--- src/rtl/amiga_clk_seq.sv ---
`default_nettype none
// ============================================================================
// Module   : amiga_clk_seq
// Purpose  : PLL-lock reset sequencer and 7 MHz / 3.5 MHz / E-clock phase
//            generator for a 28.375 MHz Amiga system clock.
//            Optional E-clock is built when AMIGA_CLK_SEQ_ECLK_EN is defined.
// Revision : 1.0 - initial release
// ============================================================================
module amiga_clk_seq #(
  parameter int LOCK_CYCLES = 1024
) (
  input  logic clk,
  input  logic reset_n,
  input  logic pll_locked,
  output logic rst_out_n,
  output logic clk7_en,
  output logic clk7n_en,
  output logic c1,
  output logic c3,
  output logic cck,
  output logic eclk,
  output logic eclk_en
);

  localparam logic [15:0] C_LOCK_LAST = 16'(LOCK_CYCLES - 1);

  typedef enum logic [1:0] {
    S_HOLD  = 2'd0,
    S_COUNT = 2'd1,
    S_RUN   = 2'd2
  } state_t;

  state_t      r_state;
  state_t      w_state_next;
  logic        r_sync1;
  logic        r_lock_s;
  logic [15:0] r_cnt;
  logic [15:0] w_cnt_next;
  logic [1:0]  r_ph;
  logic [1:0]  w_ph_next;
  logic        w_run_next;
  logic        w_clk7_next;

  always_ff @(posedge clk or negedge reset_n) begin
    if (!reset_n) begin
      r_sync1  <= 1'b0;
      r_lock_s <= 1'b0;
    end else begin
      r_sync1  <= pll_locked;
      r_lock_s <= r_sync1;
    end
  end

  always_ff @(posedge clk or negedge reset_n) begin
    if (!reset_n) begin
      r_state <= S_HOLD;
      r_cnt   <= '0;
      r_ph    <= '0;
    end else begin
      r_state <= w_state_next;
      r_cnt   <= w_cnt_next;
      r_ph    <= w_ph_next;
    end
  end

  // Loss of lock wins over counting and over the RUN phase sequence.
  always_comb begin
    w_state_next = r_state;
    w_cnt_next   = r_cnt;
    case (r_state)
      S_HOLD: begin
        if (r_lock_s) begin
          w_state_next = S_COUNT;
          w_cnt_next   = '0;
        end
      end
      S_COUNT: begin
        if (!r_lock_s) begin
          w_state_next = S_HOLD;
        end else if (r_cnt == C_LOCK_LAST) begin
          w_state_next = S_RUN;
        end else begin
          w_cnt_next = r_cnt + 16'd1;
        end
      end
      S_RUN: begin
        if (!r_lock_s) begin
          w_state_next = S_HOLD;
        end
      end
      default: w_state_next = S_HOLD;
    endcase
  end

  assign w_run_next  = (w_state_next == S_RUN);
  assign w_ph_next   = (w_run_next && (r_state == S_RUN)) ? r_ph + 2'd1 : 2'd0;
  assign w_clk7_next = w_run_next && (w_ph_next == 2'd3);

  // Outputs are registered from next-state values so they line up with ph.
  always_ff @(posedge clk or negedge reset_n) begin
    if (!reset_n) begin
      rst_out_n <= 1'b0;
      clk7_en   <= 1'b0;
      clk7n_en  <= 1'b0;
      c1        <= 1'b0;
      c3        <= 1'b0;
      cck       <= 1'b0;
    end else begin
      rst_out_n <= w_run_next;
      clk7_en   <= w_clk7_next;
      clk7n_en  <= w_run_next && (w_ph_next == 2'd1);
      c1        <= w_run_next && ((w_ph_next == 2'd0) || (w_ph_next == 2'd1));
      c3        <= w_run_next && ((w_ph_next == 2'd1) || (w_ph_next == 2'd2));
      cck       <= w_run_next ? (cck ^ w_clk7_next) : 1'b0;
    end
  end

`ifdef AMIGA_CLK_SEQ_ECLK_EN
  logic [3:0] r_ecnt;
  logic [3:0] w_ecnt_next;

  // E counter is mod 10 in 7 MHz ticks: 6 low, 4 high.
  always_comb begin
    w_ecnt_next = r_ecnt;
    if (!w_run_next) begin
      w_ecnt_next = 4'd0;
    end else if (w_clk7_next) begin
      w_ecnt_next = (r_ecnt == 4'd9) ? 4'd0 : r_ecnt + 4'd1;
    end
  end

  always_ff @(posedge clk or negedge reset_n) begin
    if (!reset_n) begin
      r_ecnt  <= 4'd0;
      eclk    <= 1'b0;
      eclk_en <= 1'b0;
    end else begin
      r_ecnt  <= w_ecnt_next;
      eclk    <= (w_ecnt_next >= 4'd6);
      eclk_en <= w_run_next && w_clk7_next && (r_ecnt == 4'd9);
    end
  end
`else
  assign eclk    = 1'b0;
  assign eclk_en = 1'b0;
`endif

endmodule
`default_nettype wire

--- config.mk ---
export PLATFORM = sky130hd
export DESIGN_NAME = amiga_clk_seq
export DESIGN_NICKNAME = d
export VERILOG_FILES = /design/src/rtl/amiga_clk_seq.sv
export SDC_FILE = /design/constraint.sdc
export NUM_CORES = 1
export LEC_CHECK = 0
export CORE_MARGIN = 1
export CORE_UTILIZATION = 57
export DETAILED_ROUTE_END_ITERATION = 10
export PLACE_DENSITY_LB_ADDON = 0.25
export SLEW_MARGIN = 20
export SYNTH_ARGS = -nofsm -noshare
export SYNTH_HDL_FRONTEND = slang
export SYNTH_SLANG_ARGS = --single-unit
--- constraint.sdc ---
create_clock -name clk -period 1.9 [get_ports clk]
set_input_delay 0.285 -clock clk [delete_from_list [all_inputs] [get_ports clk]]
set_output_delay 0.285 -clock clk [all_outputs]
set_load 0.05 [all_outputs]
=== Word level (Yosys, flattened, before mapping) ===
Cells that the tools add are included.

* Register bits: 28
* Bits of input ports: 3
* Output and inout bits: 8
* Word-level logic and storage cells: 46

* $add $sub $neg: 2
* Eq/ne operators: 10
* Muxes and demuxes: 11
* Bitwise logic cells: 1
* Reduce and logical (&&, ||, !) cells: 11

{| class="wikitable"
|+ Operators with widths
! operator !! count
|-
| 16-bit two-way mux || 3
|-
| 16-bit case mux with 2 select lines || 1
|-
| 16-bit by 1-bit adder with 16-bit output (second input constant) || 1
|-
| 16-bit by 10-bit == test with 1-bit output (second input constant) || 1
|-
| 2-bit two-way mux || 5
|-
| 2-bit == test (second input constant) || 4
|-
| 2-bit != test (second input constant) || 3
|-
| 2-bit case mux with 3 select lines || 1
|-
| 1-bit logical AND || 5
|-
| 2-bit by 1-bit == test with 1-bit output (second input constant) || 2
|-
| 2-bit logical NOT || 2
|-
| 4-bit AND reduction || 1
|-
| 2-bit by 1-bit adder with 2-bit output (second input constant) || 1
|-
| 1-bit logical OR || 2
|-
| 2-bit nonzero test || 1
|-
| 1-bit two-way mux || 1
|-
| 1-bit XOR || 1
|}

=== Depth between registers and ports, before layout ===
Gate-level depths: netlist of the first run.

* Depth in word-level cells: 11
* Gate-level depth with buffers: 7
* Gate-level depth less buffers: 7

=== Least setup slack after synthesis of the first run ===
Ideal clock, no wire load.

* Path type: register to register
* Start point: register r_cnt[0]
* End point: register r_cnt[7]
* Library setup time: 79 ps
* Arrival: 1602 ps
* Data required time: 1821 ps
* Setup slack: 218 ps
* Stages on the path, launching flop included: 6
* Path buffers: 1
* Path through: dfrtp_1 > ha_1 > and3_1 > buf_2 > a2111oi_0 > mux2i_1

* Word-level cells in the longest chain between the ends: 4
* Elaborated cells on any way between the ends: 7

{| class="wikitable"
|+ RTL lines
! item !! line !! RTL
|-
| start: declaration || 37 || <nowiki>logic [15:0] r_cnt;</nowiki>
|-
| start signal: assignment || 61 || <nowiki>r_cnt <= w_cnt_next;</nowiki>
|-
| 16-bit by 1-bit adder with 16-bit output || 83 || <nowiki>w_cnt_next = r_cnt + 16'd1;</nowiki>
|-
| 16-bit two-way mux || 80 || <nowiki>end else if (r_cnt == C_LOCK_LAST) begin</nowiki>
|-
| 16-bit two-way mux || 78 || <nowiki>if (!r_lock_s) begin</nowiki>
|-
| 16-bit case mux with 2 select lines || 70 || <nowiki>case (r_state)</nowiki>
|}

Parallel ways exist; a longest one is shown, timed or not. The select of a mux whose other input is x is not followed.
A chain may end at the register's enable or synchronous reset.

=== Final worst setup path of the first run ===
* Start point: register cck
* End point: output port cck

{| class="wikitable"
|+ RTL lines
! item !! line !! RTL
|-
| start: declaration || 20 || <nowiki>output logic cck,</nowiki>
|-
| start signal: assignment || 114 || <nowiki>cck <= w_run_next ? (cck ^ w_clk7_next) : 1'b0;</nowiki>
|}

No word-level cell between the ends.

==> run summary, run 1 <==
The flow ran to the end, and the final reports show no timing, DRC or antenna violations. The total global-route track usage was 0.256. The library cells used most frequently in the layout, excluding fill and tap cells, are 28 x sky130_fd_sc_hd__dfrtp_1, 19 x sky130_fd_sc_hd__nand2_1, 10 x sky130_fd_sc_hd__nor2_1. The repair_antennas step left the layout with diodes totalling 0. For the number of remaining DRC errors, the log shows 0. Leaving out fill and tap cells, the most frequent cell in the layout is sky130_fd_sc_hd__dfrtp_1. For the worst setup path, the data arrival time is 1.55 ns. Input and output buffers added on the ports amount to 8. The clock period could shrink to 1.83 ns. Dividing the detail-routed wire length by the instance count gives 15.6 microns. The peak fanout along the critical path works out to 2. The analysis attributes to cell leakage a power of 0.766 nW. Derived from the worst setup path, the maximum achievable clock frequency is 0.546 GHz.

The logs give 0.484 for the portion of the post-synthesis area used by sequential elements and 1580 sq um for the placed cell area. The minimum setup slack in the final design came out at 0.0695 ns. The count of distinct cell types in the synthesized netlist is 36, and the detailed-route vias per instance is 6.15. Sum of net half-perimeters after detailed placement: 2.08 mm. The logs give 0 for the final count of negative-setup-slack endpoints and 0.630 for the effective utilization at floorplan. The required time at the worst-slack endpoint was 1.62 ns; the number of I/O pins was 11.

The floorplan has 17 rows. The tools report the pin count of the biggest net entering global routing as 29. On the critical path, the stage with the largest delay is an instance of sky130_fd_sc_hd__clkdlybuf4s50_1.

The max-slew headroom at the worst pin came out at 0.666. Of all cell types, the one taking the most synthesized area is sky130_fd_sc_hd__dfrtp_1. The number of buffer and inverter stages on the critical path is 1. The cell sitting at the root of the clock tree is a sky130_fd_sc_hd__clkbuf_4.

Once detail routing completed, the nets flagged for antenna violations numbered 0. For this block, the routed nets add up to 2.94 mm of wire. The floorplan step defined a die boundary enclosing 2750 sq um.

Summing all non-filler instances in the final layout gives an area of 1630 sq um. TritonCTS built the clock tree. The total power density per cell area came out at 667 nW/um^2.

For the pin with the worst max-slew slack, the measured transition is 0.500 ns. Synthesis produced a netlist whose cell count is 148. The final layout contains 168 nets. The tightest min-delay check is of the in2async type. After clock tree synthesis, the clock-pin slew on the worst setup and hold paths is 0.15 ns.

The predominant post-synthesis flop cell is sky130_fd_sc_hd__dfrtp_1. The run gives 3 as the number of buffers created by CTS. The tools report the number of levels in the clock H-tree as 1.

The first routing iteration left 31 violations. Once the clock tree was built, the setup fixing pass inserted 0 buffers. Area used by multi-input combinational logic: 689 sq um. The die is 52.4 microns tall.

Post-synthesis area per instance: 9.78 sq um. The number of hold violations in the final report came out at 0. The async set-or-reset flop fraction in the synthesized netlist was 1.00.

The run gives 188 as the non-filler instance count after layout. The tools report the type of destination of the critical path as an output port. The run gives 701 sq um as the area used by sequential logic in the layout. The share of layout cells above drive strength 1 was 0.100; the count of state elements after synthesis was 28. The die is 52.4 microns wide. Last weighted congestion value of the routability-driven placer: 0.819. For the initial antenna violation count, the log shows 0.

Category of the worst setup path launch point: a flip-flop. The sum of overflow across all layers after global routing came out at 0. The via count of the first global-routing pass was 1123; the number of enable-type register cells in the synthesized netlist was 0. For this run, the slowest stage of the critical path takes 0.81 ns. The area share of the leading cell type in the synthesized netlist came out at 0.484. Setup repair after global routing could not meet its margin everywhere.

The clock reaches the later pin of the worst-skew pair after 0.33 ns. The total area inside the core boundary comes to 2300 sq um. The run gives 0.00263 ns as the largest clock skew in the final design. The share of the clock period used by the worst path was 0.963; the wire length of the first global-routing pass was 5.17 mm. Traced cell by cell, the critical path runs through clkdlybuf4s50_1. The run gives 0.000539 V as the peak ir drop on the vdd network. The logs give 0 for the number of maximum-capacitance violations and 0 for the Yosys warning count.

Final count of pins violating max slew: 0. The pre-antenna-repair detailed-routing pass consisted of 4 iterations. The filler cell count came out at 176. For the reg2reg setup slack, the log shows 0.14 ns.

Prior to clock tree synthesis, the placed netlist has a worst setup slack of 0.0808 ns. The area added between synthesis and finish is 12.8%. Cell family with the largest share of critical-path delay: buffers and inverters. Sorting the synthesized cells by area gives the leading types as sky130_fd_sc_hd__dfrtp_1 48%, sky130_fd_sc_hd__mux2i_1 5.5%, sky130_fd_sc_hd__nand2_1 4.9%.

The routed layout has 1157 vias. The buffer levels on the longest clock path was 2; the number of placed cells counting well taps was 184. The tools report the setup total negative slack as 0 ns.

The logs give 1450 sq um for the combined area of all synthesized cells and 28 for the number of clock sinks seen by CTS. The critical path is of the reg2out type.
Yosys cell counts (all sizes together), types with 2 or more instances:
library cell  count
and3              3
and2              3
a31oi             3
mux2i             8
dfrtp            28
nand2b            9
inv               6
nand2            19
or2               3
clkbuf            4
o21ai             2
o31ai             3
and3b             2
nand3             5
or4               3
nor2             10
nand4             7
buf               4
and4              3
a211oi            4
o311ai            2
a21oi             5
ha                4
layer usage:
metal	share of wire	wire (microns)	global-route usage	vias up
li1	-	-	-	552
met1	0.47	1390	0.368	568
met2	0.47	1400	0.399	31
met3	0.039	114	0.0348	6
met4	0.013	38	0.0789	0
met5	0	0	0	-
where the power goes:
group | internal (mW) | total (mW) | switching, mW | leakage, nW
logic | 0.0222 | 0.0718 | 0.0496 | 0.356
registers | 0.607 | 0.623 | 0.0152 | 0.382
clock network | 0.214 | 0.394 | 0.181 | 0.0279
logic make-up (layout without fill, tap and decap cells):
logic type	Yosys count	count (layout)	synth area share
other	1	2	0.00259
buffers and inverters	14	25	0.0441
DFF	28	28	0.484
xor gates and xnor gates	2	2	0.0121
adders and majority gates	4	4	0.0346
and+or+nand+nor	69	69	0.263
AOI/OAI and AO/OA	22	22	0.105
muxes	8	8	0.0553
flip-flops by register name, indices dropped and copies added (netlist names):
signal,flops
r_cnt,16
r_ph,2
r_state,2
c1,1
c3,1
cck,1
clk7_en,1
clk7n_en,1
r_lock_s,1
r_sync1,1
rst_out_n,1
metrics by stage:
step	utilization	power, mW	hold WS (ns)
after CTS	0.710	1.09	0.315
after global routing	0.711	1.12	0.340
final	0.711	1.09	0.303
after global placement	0.687	0.700	0.332
after floorplan	-	0.678	-0.0106
after detailed placement	0.687	0.705	0.337
final cells by class:
| class | count | area share |
|---|---|---|
| inverter | 6 | 0.0138 |
| sequential | 28 | 0.429 |
| timing repair buffer | 15 | 0.0812 |
| clock inverter | 1 | 0.0184 |
| tap | 28 | 0.0215 |
| clock buffer | 3 | 0.0138 |
| multi-input combinational | 107 | 0.422 |
final timing paths:
check,startpoint,to,cells after the start
min reg2reg,r_sync1$_DFF_PN0_,r_lock_s$_DFF_PN0_,0
min,reset_n,clk7_en$_DFF_PN0_,2
max,cck$_DFF_PN0_,cck,1
min in group clk,r_sync1$_DFF_PN0_,r_lock_s$_DFF_PN0_,0
max reg2reg,r_cnt[0]$_DFFE_PN0P_,clk7n_en$_DFF_PN0_,5
max in group asynchronous,reset_n,r_cnt[2]$_DFFE_PN0P_,2
repair_timing:
action,in CTS,in global routing
setup endpoints to repair,0,5
resized for setup,0,3
hold buffers,0,0
(Power assumes the default switching activity.)
==> run 2: changes to the inputs <==
--- a/config.mk
+++ b/config.mk
@@ -5,7 +5,8 @@
 export SDC_FILE = /design/constraint.sdc
 export NUM_CORES = 1
 export LEC_CHECK = 0
-export CORE_MARGIN = 1
+export CAP_MARGIN = 30
+export CORE_MARGIN = 2
 export CORE_UTILIZATION = 57
 export DETAILED_ROUTE_END_ITERATION = 10
 export PLACE_DENSITY_LB_ADDON = 0.25
==> constraint.sdc (replaced) <==
create_clock -name clk -period 2.1 [get_ports clk]
set_input_delay 0.315 -clock clk [delete_from_list [all_inputs] [get_ports clk]]
set_output_delay 0.315 -clock clk [all_outputs]
set_load 0.05 [all_outputs]
==> run 2 against run 1 <==
Combinational power is 13% lower. Clock skew is 0.013 ns higher. Cell count is 0.53% lower. Sequential power is 9.6% lower. Final area is 2.4% lower. Utilization is 5.5 points lower. Setup slack better by 0.093 ns. Total power is 18% lower. Via count is 5.0% lower. Global-route usage is 3.1 points lower. Largest cell class unchanged. Highest routed layer unchanged.
==> run summary, run 2 (same netlist as run 1, synthesis figures left out) <==
The run finished with clean final reports. The number of clock sinks seen by CTS is 28 (unchanged). TritonCTS built the clock tree. The run gives 0.847 (+3.4%) as the last weighted congestion value of the routability-driven placer. The remaining antenna violation count after routing is 0 (unchanged), and the wire length of the first global-routing pass is 4.67 mm (-9.6%). Number of I/O pins: 11 (unchanged).

The total global-route track usage is 0.225 (-0.0306), and the final critical path time including I/O delays and setup is 1.94 ns. Worst setup path category: reg2reg. The pin count of the biggest net entering global routing is 29 (unchanged), and the final total power is 895 uW (-18%).

The sum of overflow across all layers after global routing was 0 (unchanged). The run gives 2.38 ns (+0.76 ns) as the required time at the worst-slack endpoint. The largest registers in the layout are r_cnt (16), r_ph (2), r_state (2).

The clock-pin slew of the registers on the worst-case setup and hold paths was 0.16 ns (about the same); the number of flip-flops under the largest register name was 16 (unchanged). Counting flops per register, the top entry is r_cnt. The run gives 0.0156 ns (+0.0130 ns) as the largest clock skew in the final design. The tools report the buffer count from post-CTS setup fixing as 0 (unchanged).

The logs give 0.326 ns (+0.0230 ns) for the tightest hold margin and 2.79 mm (-5.0%) for the total routed wirelength. The number of cells upsized or downsized after cts was 0 (unchanged). The detailed-route vias per instance is 5.88 (-4.5%). The number of buffers added on ports works out to 8 (unchanged).

Number of buffers created by CTS: 3 (unchanged). The number of vias in the routed layout is 1099 (-5.0%). The final count of pins violating max slew was 0 (unchanged); the achievable frequency was 0.516 GHz. The depth of the most critical reg-to-reg path was 4 (-1). The logs give 0.746 nW (-2.6%) for the leakage power total and 4 (unchanged) for the number of optimization iterations in the first detailed-route pass. The worst hold path belongs to the class in2async. The average wire length per cell after detail routing works out to 14.9 microns (-4.5%).

The slowest stage cell on the critical path is sky130_fd_sc_hd__a2111oi_0. For the placed cell area, the log shows 1560 sq um (-1.3%). The library cell used most frequently in the layout, excluding fill and tap cells, is sky130_fd_sc_hd__dfrtp_1. The peak fanout along the critical path was 9 (+7); the max-slew headroom at the worst pin was 0.579 (-0.0865). The total power density per cell area was 561 nW/um^2 (-16%); the setup total negative slack was 0 ns (unchanged). Post-route standard cell area excluding fillers: 1590 sq um (-2.4%). The effective utilization at floorplan is 0.595 (-0.0350). The top cell types in the final layout, fill and taps aside, are 28 x sky130_fd_sc_hd__dfrtp_1, 19 x sky130_fd_sc_hd__nand2_1, 10 x sky130_fd_sc_hd__nor2_1. The run gives 189 (+7.4%) as the filler cell count. The worst setup path is captured at a flip-flop.

For the data arrival time of the worst path, the log shows 2.22 ns (+0.67 ns). The post-layout net count was 165 (-1.8%); the share of the clock period used by the worst path was 0.923. From synthesis to final layout, the design area changed by 10.1%. Share of layout cells above drive strength 1: 0.0764 (-0.0236). For the sum of net half-perimeters after detailed placement, the log shows 2.03 mm (-2.4%). The via count of the first global-routing pass was 1048 (-6.7%). The number of antenna cells inserted is 0 (unchanged), and the height of the chip is 54.4 microns (+3.8%). The buffer levels on the longest clock path is 2 (unchanged), and the worst stage delay on the critical path is 0.66 ns (-0.15 ns). The cell sitting at the root of the clock tree is a sky130_fd_sc_hd__clkbuf_4. The number of hold violations in the final report came out at 0 (unchanged). The floorplan die area was 2960 sq um (+7.8%).

Number of maximum-capacitance violations: 0 (unchanged). The final count of negative-setup-slack endpoints is 0 (unchanged), and the number of buffers inserted by hold repair at cts is 0 (unchanged). The tools report the category of the worst setup path launch point as a flip-flop. The floorplan row count came out at 18 (+1). The number of remaining DRC errors came out at 0 (unchanged). Setup repair after global routing left no endpoint under its margin. Traced cell by cell, the critical path runs through and3b_1 > nand3_1 > a2111oi_0 > mux2i_1. The area of the core is 2430 sq um (+5.9%), and the peak ir drop on the vdd network is 0.000473 V (-12%). For the clock insertion delay at the later pin of the skew report, the log shows 0.34 ns (about the same). The initial DRC count came out at 22 (-29%).

The logs give 0 (unchanged) for the initial antenna violation count and 1 (unchanged) for the number of levels in the clock H-tree. The transition time at the pin with the least slew margin was 0.615 ns (+0.115 ns); the die width was 54.4 microns (+3.8%).
[run 2: layout make-up]
cell class	instances	area (sq um)	share of cell area
sequential	28	701	0.440
multi-input combinational	107	687	0.431
timing repair buffer	12	110	0.0691
tap	30	37.5	0.0235
clock buffer	4	36.3	0.0228
inverter	6	22.5	0.0141
[run 2: power by group]
part           total [mW]  switching, mW  leakage, nW  internal [mW]
Combinational      0.0628         0.0439        0.342         0.0189
Clock               0.268          0.162       0.0210          0.106
Sequential          0.563         0.0140        0.382          0.549
Total               0.895          0.220        0.746          0.675
[run 2: worst paths after layout]
kind	startpoint	to	slack, ns
max in group asynchronous	reset_n	r_state[1]$_DFF_PN0_	1.50
min in group clk	r_sync1$_DFF_PN0_	r_lock_s$_DFF_PN0_	0.37
hold / removal	reset_n	r_cnt[15]$_DFFE_PN0P_	0.33
hold reg to reg	r_sync1$_DFF_PN0_	r_lock_s$_DFF_PN0_	0.37
setup reg to reg	r_state[1]$_DFF_PN0_	r_cnt[7]$_DFFE_PN0P_	0.16
setup / recovery	r_state[1]$_DFF_PN0_	r_cnt[7]$_DFFE_PN0P_	0.16
[run 2: routing by layer]
layer | GRT usage | vias to the layer above | part of all wire
met5 | 0 | - | 0
met1 | 0.278 | 534 | 0.43
li1 | - | 536 | -
met3 | 0.0437 | 5 | 0.047
met2 | 0.394 | 24 | 0.51
met4 | 0.0750 | 0 | 0.012
[run 2: worst max-delay path, delay by kind of cell, from the launching register on]
family          cells  cell delay [ns]
compound gates      1             0.66
flops               1             0.44
mux                 1             0.24
simple gates        2             0.55
[run 2: per-stage QoR]
stage | utilization | std cells | worst slack [ns]
6_report | 0.655 | 187 | 0.162
3_3_place_gp | 0.640 | 183 | 0.242
3_5_place_dp | 0.640 | 183 | 0.192
4_1_cts | 0.655 | 187 | 0.153
5_1_grt | 0.655 | 187 | 0.0370
2_1_floorplan | - | 149 | 0.418
==> run 3: changes to the inputs <==
--- a/config.mk
+++ b/config.mk
@@ -5,6 +5,7 @@
 export SDC_FILE = /design/constraint.sdc
 export NUM_CORES = 1
 export LEC_CHECK = 0
+export ABC_CLOCK_PERIOD_IN_PS = 2100
 export CAP_MARGIN = 30
 export CORE_MARGIN = 2
 export CORE_UTILIZATION = 57
==> results of run 3 <==
No change in the layout: final DEF, timing and power equal those of run 2.
